**src/rtl/stack_stream_reverser.sv**
```systemverilog
// Stack client that reverses each framed input stream: pushes words into a LIFO,
// then on end-of-frame (or stack full) pops them back out as an output stream.
//
// state   | meaning
// FILL    | accept input words and push them onto the stack
// POP     | one-cycle pop to preload the first output word
// PRESENT | offer stack output; pop the next word on each handshake
module stack_stream_reverser #(
  parameter int WL    = 8,
  parameter int DEPTH = 16
) (
  input  logic                       CLK,
  input  logic                       RST,
  input  logic                       s_valid,
  output logic                       s_ready,
  input  logic [WL-1:0]              s_data,
  input  logic                       s_last,
  output logic                       m_valid,
  input  logic                       m_ready,
  output logic [WL-1:0]              m_data,
  output logic                       m_last,
  output logic                       wReq,
  output logic                       rReq,
  output logic [WL-1:0]              stk_din,
  input  logic [WL-1:0]              stk_dout,
  input  logic                       Full,
  input  logic                       Empty,
  input  logic                       Error,
  output logic [$clog2(DEPTH+1)-1:0] frame_len,
  output logic                       trunc,
  output logic                       err
);

  localparam int CW = $clog2(DEPTH+1);

  typedef enum logic [1:0] {
    FILL    = 2'd0,
    POP     = 2'd1,
    PRESENT = 2'd2
  } state_t;

  state_t        state_q, state_d;
  logic [CW-1:0] count_q, count_d;
  logic [CW-1:0] frame_len_q, frame_len_d;
  logic          trunc_q, trunc_d;
  logic          err_q, err_d;

  always_ff @(posedge CLK or posedge RST) begin
    if (RST) begin
      state_q     <= FILL;
      count_q     <= '0;
      frame_len_q <= '0;
      trunc_q     <= 1'b0;
      err_q       <= 1'b0;
    end else begin
      state_q     <= state_d;
      count_q     <= count_d;
      frame_len_q <= frame_len_d;
      trunc_q     <= trunc_d;
      err_q       <= err_d;
    end
  end

  always_comb begin
    state_d     = state_q;
    count_d     = count_q;
    frame_len_d = frame_len_q;
    trunc_d     = trunc_q;
    err_d       = err_q | Error;
    s_ready     = 1'b0;
    m_valid     = 1'b0;
    wReq        = 1'b0;
    rReq        = 1'b0;
    case (state_q)
      FILL: begin
        s_ready = ~Full;
        // A full stack closes the frame; the pending input word starts the next one.
        if (Full) begin
          state_d = POP;
          trunc_d = 1'b1;
        end else if (s_valid) begin
          wReq    = 1'b1;
          count_d = count_q + CW'(1);
          if (s_last) state_d = POP;
        end
      end
      POP: begin
        rReq        = 1'b1;
        frame_len_d = count_q;
        count_d     = '0;
        state_d     = PRESENT;
      end
      PRESENT: begin
        m_valid = 1'b1;
        if (m_ready) begin
          if (Empty) state_d = FILL;
          else       rReq    = 1'b1;
        end
      end
      default: state_d = FILL;
    endcase
  end

  // The stack holds dout between pops, so the output stays stable while stalled.
  assign m_data    = stk_dout;
  assign m_last    = Empty;
  assign stk_din   = s_data;
  assign frame_len = frame_len_q;
  assign trunc     = trunc_q;
  assign err       = err_q;

endmodule

```
**config.mk**
```make
export PLATFORM = sky130hd
export DESIGN_NAME = stack_stream_reverser
export DESIGN_NICKNAME = d
export VERILOG_FILES = /design/src/rtl/stack_stream_reverser.sv
export SDC_FILE = /design/constraint.sdc
export NUM_CORES = 1
export LEC_CHECK = 0
export ABC_AREA = 1
export ABC_CLOCK_PERIOD_IN_PS = 2290
export BUFFER_PORTS_ARGS = -buffer_cell sky130_fd_sc_hd__buf_2
export CAP_MARGIN = 40
export CORE_UTILIZATION = 46
export CTS_CLUSTER_SIZE = 30
export DETAILED_ROUTE_END_ITERATION = 8
export PLACE_DENSITY_LB_ADDON = 0.05
export SLEW_MARGIN = 5
export SYNTH_ARGS = -nofsm -noshare
export SYNTH_HDL_FRONTEND = slang
export SYNTH_SLANG_ARGS = --single-unit
```
**constraint.sdc**
```tcl
create_clock -name CLK -period 2.29 [get_ports CLK]
set_input_delay 0.229 -clock CLK [delete_from_list [all_inputs] [get_ports CLK]]
set_output_delay 0.229 -clock CLK [all_outputs]
set_load 0.01 [all_outputs]
```
# [After elaboration in Yosys (flattened, before gate mapping)]
# Index checks and enable logic that the tools add are counted.
[word_totals] regBits=14 input_bits=24 out_inout_bits=28 elab_cells=38
[classes] n_addsub=1 eq_ne=8 muxes=17 bitwise=2 n_reduce_logical=5
[ops] operator="$mux W2" n=5
[ops] operator="$mux W5" n=2
[ops] operator="$pmux W5 S2" n=1
[ops] operator="$ne A2 B2 Y1 const B" n=4
[ops] operator="$mux W1" n=7
[ops] operator="$ne A3 B3 Y1 const B" n=2
[ops] operator="$pmux W2 S3" n=1
[ops] operator="$add A5 B1 Y5 const B" n=1
[ops] operator="$reduce_and A4 Y1" n=1
[ops] operator="$reduce_and A3 Y1" n=1
[ops] operator="$eq A2 B1 Y1 const B" n=1
[ops] operator="$eq A2 B2 Y1 const B" n=1
[ops] operator="$logic_not A2 Y1" n=1
[ops] operator="$pmux W1 S2" n=1
[ops] operator="$reduce_and A2 Y1" n=1
[ops] operator="$reduce_bool A2 Y1" n=1
[ops] operator="$not A1 Y1" n=1
[ops] operator="$or A1 B1 Y1" n=1

# [Longest topological paths before layout]
# Gate-level depths: netlist (run 1).
[depth] depth_word=4 ltp_mapped=8

# [Least setup slack after synthesis (run 1)]
# Ideal clock, no wire load.
[synth_timing] path_type="register -> output" start="register state_q[1]" end="output rReq" t_arrival_ns=1.071 required_time_ns=2.061 setup_slack_ns=0.990 stages_incl_launch_ff=5 path_buffers=0 path_cell_list="dfrtp_1 inv_1 ha_1 inv_1 a21boi_0"
[synth_between] elab_chain_len=2
[synth_rtl] element="start, declared" line_no="42" source="state_t state_q, state_d;"
[synth_rtl] element="start signal, assigned" line_no="56" source="state_q <= state_d;"
[synth_rtl] element="$eq A2 B2 Y1 / $eq A2 B1 Y1 (equally long branches)" line_no="74" source="case (state_q)"
[synth_rtl] element="$pmux W1 S2 (*)" line_no="74"
[synth_rtl] element="end, declared" line_no="23" source="output logic rReq,"
# Mark *: on every way between the ends. The rest lies on a longest branch, timed or not.

# [Worst setup path after layout (run 1)]
[layout_timing] start="register state_q[0]" end="output wReq"
[layout_between] elab_chain_len=2
[layout_rtl] element="$logic_not A2 Y1" line_no="74"
[layout_rtl] element="$mux W1" line_no="74"
[layout_rtl] element="end, declared" line_no="22" source="output logic wReq,"
# Every way passes these cells.

==> run summary, run 1 <==
Status -> finished, final reports clean
Hold Path Class -> in2reg
DR pass1 iterations -> 4
Slowest cell delay on critical path -> 0.43 ns
Overall power -> 1160 µW
CP top delay family -> flip-flops
Total GRT Usage -> 15.7%
WL final -> 1550 µm
Setup TNS -> 0 ns
Post-Synth Adder-Cell Area -> 8.39%
Crit share post-route -> 73.2%
Grt total ovfl -> 0
CP Launch Type -> register
CTS Buffer Depth -> 2
Die X -> 46.1 µm
Via/cell ratio -> 4.81
Critical Path RT -> 2.06 ns
DP Worst Slack -> 0.915 ns
Die area -> 0.00213 mm²
Worst Min Path Start -> Error
IO Pins -> 52
DRC errors left -> 0
Final Slew Violations -> 0
CP bufs+invs -> 3
Vias -> 650
Area of the core -> 0.00178 mm²
Crit-path cells -> inv_1 -> ha_1 -> nand3_2 -> inv_1 -> buf_2
Critical R2R Launch -> state_q[1]$_DFFE_PP0P_
Worst Setup Path Type -> reg2out
CP Max Fanout -> 5
Critical Path AT -> 1.45 ns
Syn Std Cell Area -> 895 µm²
Die Ht -> 46.1 µm
Syn Inst Count -> 104
First-pass GRT wire length -> 2350 µm
Final Hold Viols -> 0
Leakage -> 0.000502 µW
CTS Buf Count -> 3
Max-slew headroom -> 63.0%
CTS root buffer -> clkbuf_4
Sequential element share of the synthesized area -> 39.2%
PwrDens -> 1240 mW/mm²
Final setup skew -> 0.00433 ns
VDD IR-drop max -> 0.631 mV
Nets -> 141
Wire per inst -> 11.5 µm
Filler cells -> 172
Antenna-violating nets left -> 0
Commonest non-fill, non-tap cell in the layout -> nand2_1
Mux cell area share after synthesis -> 0%
Slowest CP cell -> dfrtp_1
CP Capture Type -> primary output
H-Tree Depth -> 1
Mean Syn Cell Area -> 8.60 µm²
Yosys warning total -> 0
Most frequent cells in the layout -> 21 x nand2_1, 19 x buf_2, 14 x dfrtp_1, 12 x inv_1, 8 x nand3_1
N_diodes -> 0
Fraction of layout cells with a size suffix above 1 -> 32.7%
Setup bufs post-CTS -> 0
Number of global-route vias before repair -> 575
Max Freq -> 0.596 GHz
Measured slew at the worst slew-check pin -> 0.554 ns
Clk sinks -> 14
Post-synthesis net count -> 134
CTS tree -> done
Max Cap Viol -> 0
Post-synth cell types -> 21
Crit path time final -> 1.68 ns
#FFs+latches synth -> 14
Setup ws final -> 0.613 ns
Crit path top cell by count -> inv_1
Setup violators final -> 0
Placer congestion estimate -> 0.713
Hold Slack -> 0.137 ns
Clock transition at the registers of the reported paths -> 0.09 ns
Hpwl dp -> 1210 µm
Initial Util -> 50.2%
1st-iter DRT viols -> 18
Worst Setup SP -> state_q[0]$_DFFE_PP0P_
RSZ-0062 raised after global routing -> no
Largest net degree at the start of global routing -> 15
Simple-gate area share of the yosys netlist -> 24.5%
Worst skew pair latency -> 0.28 ns
Area growth syn-to-layout -> 4.48%
Post-Synth XOR/XNOR Area -> 0%
Antenna violations before repair -> 0
Fraction of the mapped netlist area in compound gates -> 7.27%
Largest family of logic cells by synthesized area -> simple AND/OR/NAND/NOR gates
I/O Buffers -> 19
FP Rows -> 15
Post-cts sizing count -> 0
## where the power goes
group	switching, µW	internal, µW
Clock	81.0	96.6
Combinational	344	210
Sequential	88.4	342
## worst paths after layout
| path | end | depth (start not counted) | slack (ns) |
|---|---|---|---|
| setup / recovery | wReq | 5 | 0.61 |
| hold / removal | err$_DFF_PP0_ | 2 | 0.14 |
| setup reg to reg | count_q[2]$_DFFE_PP0P_ | 5 | 0.89 |
| hold reg to reg | frame_len[2]$_DFFE_PP0N_ | 2 | 0.47 |
| max in group asynchronous | count_q[3]$_DFFE_PP0P_ | 3 | 1.39 |
| min in group asynchronous | frame_len[0]$_DFFE_PP0N_ | 3 | 0.54 |
## repair_timing
item,CTS,global route
setup endpoints to repair,0,0
endpoints found under the hold margin,6,0
hold buffers,1,0
## cells in the mapped netlist
cell / n / area, µm²
a21boi_0: 1 / 7.51
o21ai_0: 4 / 20.0
buf_2: 1 / 5.00
nor2_2: 2 / 12.5
nand2_1: 21 / 78.8
nand3_1: 8 / 40.0
a22oi_1: 1 / 7.51
inv_1: 12 / 45.0
nand2_4: 2 / 22.5
a21oi_2: 2 / 17.5
nand2_2: 2 / 12.5
nand4_1: 4 / 25.0
inv_2: 2 / 7.51
o21bai_1: 1 / 7.51
or2_2: 1 / 6.26
nor2_4: 1 / 11.3
nand3_2: 1 / 10.0
buf_4: 17 / 128
ha_1: 6 / 75.1
dfrtp_1: 14 / 350
o21ai_1: 1 / 5.00
## cells by family (layout without fill, tap and decap cells)
logic type / Yosys count / after routing
compound gates: 10 / 10
flops: 14 / 14
buf+inv: 32 / 38
simple gates: 42 / 42
fa+ha+maj: 6 / 6
## per-layer routing
metal	global-route usage, %	share of wire [%]
met5	0	0
met3	3.53	6.6
met2	27.0	48
met1	18.4	44
met4	7.06	1.4
## sequential cells by signal, summed over array words and instances, names as in the netlist
name / cells
err: 1
state_q: 2
trunc: 1
count_q: 5
frame_len: 5
## final cells by class
type | instances | area, µm² | area share [%]
multi-input combinational | 58 | 359 | 38.4
sequential | 14 | 350 | 37.5
timing repair buffer | 20 | 105 | 11.2
inverter | 14 | 52.6 | 5.62
clock buffer | 4 | 36.3 | 3.88
tap | 25 | 31.3 | 3.35
## through the flow
step                      std cells  utilization [%]  instance area [µm²]
after floorplan                 104                -                  895
after global placement          130             49.8                  888
after detailed placement        130             49.8                  888
after CTS                       135             52.4                  935
after global routing            135             52.4                  935
final                           135             52.4                  935
Power figures use the tool's default switching activity.
==> run 2, diff against run 1 <==
--- a/config.mk
+++ b/config.mk
@@ -6,10 +6,10 @@
 export NUM_CORES = 1
 export LEC_CHECK = 0
 export ABC_AREA = 1
-export ABC_CLOCK_PERIOD_IN_PS = 2290
+export ABC_CLOCK_PERIOD_IN_PS = 1700
 export BUFFER_PORTS_ARGS = -buffer_cell sky130_fd_sc_hd__buf_2
 export CAP_MARGIN = 40
-export CORE_UTILIZATION = 46
+export CORE_UTILIZATION = 43
 export CTS_CLUSTER_SIZE = 30
 export DETAILED_ROUTE_END_ITERATION = 8
 export PLACE_DENSITY_LB_ADDON = 0.05
==> constraint.sdc (replaced) <==
create_clock -name CLK -period 1.7 [get_ports CLK]
set_input_delay 0.17 -clock CLK [delete_from_list [all_inputs] [get_ports CLK]]
set_output_delay 0.17 -clock CLK [all_outputs]
set_load 0.01 [all_outputs]
==> run 2 against run 1 <==
  * Global-route usage down 1.3 points
  * Count of clock-buffer cells in the layout shrank 1
  * Wire length down 2.6%
  * Critical path depth unchanged
  * Final cell count increased by 0.74%
  * Core utilization down 5.1 points
  * Critical endpoint is now rReq
==> run summary, run 2 (synthesized netlist as in run 1, its figures left out) <==
Die Ht -> 47.6 µm (was 46.1 µm)
Crit path time final -> 1.61 ns
Critical Path AT -> 1.44 ns (was 1.45 ns)
Number of global-route vias before repair -> 567 (was 575)
Fraction of layout cells with a size suffix above 1 -> 34.9% (was 32.7%)
CTS Buffer Depth -> 2 (unchanged)
CP Capture Type -> primary output (unchanged)
Setup bufs post-CTS -> 0 (unchanged)
CTS Buf Count -> 3 (unchanged)
Worst skew pair latency -> 0.27 ns (was 0.28 ns)
Antenna violations before repair -> 0 (unchanged)
Clock transition at the registers of the reported paths -> 0.08 ns (was 0.09 ns)
R2R depth -> 5 (unchanged)
Final Hold Viols -> 0 (unchanged)
Reg-to-reg endpoint -> count_q[2]$_DFFE_PP0P_ (unchanged)
Area growth syn-to-layout -> 3.78% (was 4.48%)
H-Tree Depth -> 1 (unchanged)
Hold EP -> err$_DFF_PP0_ (unchanged)
DR pass1 iterations -> 4 (unchanged)
Crit-path cells -> inv_1 -> ha_2 -> inv_1 -> a21boi_0 -> buf_2 (was inv_1 -> ha_1 -> nand3_2 -> inv_1 -> buf_2)
I/O Buffers -> 19 (unchanged)
Antenna-violating nets left -> 0 (unchanged)
Initial Util -> 45.6% (was 50.2%)
Die X -> 47.6 µm (was 46.1 µm)
Final Slew Violations -> 0 (unchanged)
PwrDens -> 1620 mW/mm² (was 1240 mW/mm²)
WL final -> 1510 µm (was 1550 µm)
Max-slew headroom -> 63.2% (was 63.0%)
Setup violators final -> 0 (unchanged)
Critical Path RT -> 1.53 ns (was 2.06 ns)
FP Rows -> 16 (was 15)
Area of the core -> 0.00196 mm² (was 0.00178 mm²)
Status -> finished, final reports clean (unchanged)
CP Max Fanout -> 4 (was 5)
Slowest cell delay on critical path -> 0.41 ns (was 0.43 ns)
Crit path top cell by count -> inv_1 (unchanged)
CP bufs+invs -> 3 (unchanged)
1st-iter DRT viols -> 9 (was 18)
Worst Setup Path Type -> reg2out (unchanged)
CTS tree -> done (unchanged)
VDD IR-drop max -> 0.726 mV (was 0.631 mV)
CP top delay family -> flip-flops (unchanged)
CP Launch Type -> register (unchanged)
Setup TNS -> 0 ns (unchanged)
Most frequent cells in the layout -> 21 x nand2_1, 19 x buf_2, 14 x dfrtp_1, 11 x inv_1, 8 x nand3_1 (was 21 x nand2_1, 19 x buf_2, 14 x dfrtp_1, 12 x inv_1, 8 x nand3_1)
CTS root buffer -> clkbuf_4 (unchanged)
IO Pins -> 52 (unchanged)
Max Cap Viol -> 0 (unchanged)
Via/cell ratio -> 4.85 (was 4.81)
N_diodes -> 0 (unchanged)
Nets -> 141 (unchanged)
Worst Hold Depth -> 2 (unchanged)
First-pass GRT wire length -> 2260 µm (was 2350 µm)
Hpwl dp -> 1110 µm (was 1210 µm)
Setup ws final -> 0.0879 ns (was 0.613 ns)
Placer congestion estimate -> 0.727 (was 0.713)
Vias -> 660 (was 650)
Max Freq -> 0.620 GHz
Total GRT Usage -> 14.4% (was 15.7%)
Commonest non-fill, non-tap cell in the layout -> nand2_1 (unchanged)
Slowest CP cell -> dfrtp_1 (unchanged)
DP Worst Slack -> 0.367 ns (was 0.915 ns)
Critical R2R Launch -> state_q[1]$_DFFE_PP0P_ (unchanged)
Clk sinks -> 14 (unchanged)
Leakage -> 0.000492 µW (was 0.000502 µW)
Final setup skew -> 0.00113 ns (was 0.00433 ns)
Hold Slack -> 0.0866 ns (was 0.137 ns)
Grt total ovfl -> 0 (unchanged)
Hold Path Class -> in2reg (unchanged)
Wire per inst -> 11.1 µm (was 11.5 µm)
Worst reg-to-reg setup slack -> 0.38 ns (was 0.89 ns)
Worst Min Path Start -> Error (unchanged)
Measured slew at the worst slew-check pin -> 0.552 ns (was 0.554 ns)
Largest net degree at the start of global routing -> 15 (unchanged)
Filler cells -> 205 (was 172)
Die area -> 0.00227 mm² (was 0.00213 mm²)
DRC errors left -> 0 (unchanged)
Crit share post-route -> 94.8%
run 2: changes by cell type in the layout (fill, tap and decap cells not counted):
cell	before	now
inv_2	2	3
clkbuf_8	1	0
ha_2	0	2
inv_1	12	11
ha_1	6	4
run 2: worst reg2reg max path, delay by kind of cell (launching register included):
| kind | cells | cell delay [ns] |
|---|---|---|
| DFF | 1 | 0.41 |
| buffers and inverters | 2 | 0.28 |
| AOI/OAI and AO/OA | 1 | 0.24 |
| adders and majority gates | 1 | 0.21 |
| and+or+nand+nor | 1 | 0.06 |
run 2: how the worst max path moves through the flow:
stage | depth (start not counted) | end | from | slack (ns)
final | 5 | rReq | state_q[1]$_DFFE_PP0P_ | 0.09
after global routing | 5 | rReq | state_q[1]$_DFFE_PP0P_ | -0.009
after CTS | 5 | rReq | state_q[1]$_DFFE_PP0P_ | 0.06
after detailed placement | 5 | rReq | state_q[1]$_DFFE_PP0P_ | 0.37
after global placement | 5 | rReq | state_q[1]$_DFFE_PP0P_ | 0.38
after floorplan | 4 | rReq | state_q[1]$_DFFE_PP0P_ | 0.46
run 2: final cells by class:
| class | instances | area, µm² | area share (%) |
|---|---|---|---|
| Tap cell | 27 | 33.8 | 3.64 |
| Inverter | 14 | 52.6 | 5.66 |
| Sequential cell | 14 | 350 | 37.7 |
| Clock buffer | 3 | 22.5 | 2.43 |
| Timing Repair Buffer | 20 | 105 | 11.3 |
| Multi-Input combinational cell | 58 | 364 | 39.2 |
run 2: layer usage:
metal	routed length (µm)	up-vias	track usage, %
li1	-	325	-
met1	660	300	14.9
met2	710	29	24.1
met3	121	6	5.66
met5	0	-	0
met4	19	0	9.44
run 2: where the power goes:
part / internal [µW] / leakage, µW / switching [µW]
clock: 82.1 / 0.0000138 / 101
combinational: 292 / 0.000307 / 457
sequential: 461 / 0.000171 / 114
total: 835 / 0.000492 / 672
run 2: repair_timing:
action	in CTS	in global routing
endpoints found under the setup margin	0	2
hold endpoints to repair	14	0
hold buffers	1	0
gates resized for setup	0	3
run 2: through the flow:
stage          cells  util [%]  total power [µW]  instance area, µm²
3_3_place_gp     132      45.4              1320                 891
3_5_place_dp     132      45.4              1320                 891
2_1_floorplan    104         -              1170                 895
5_1_grt          136      47.3              1660                 928
4_1_cts          136      47.1              1520                 923
6_report         136      47.3              1510                 928
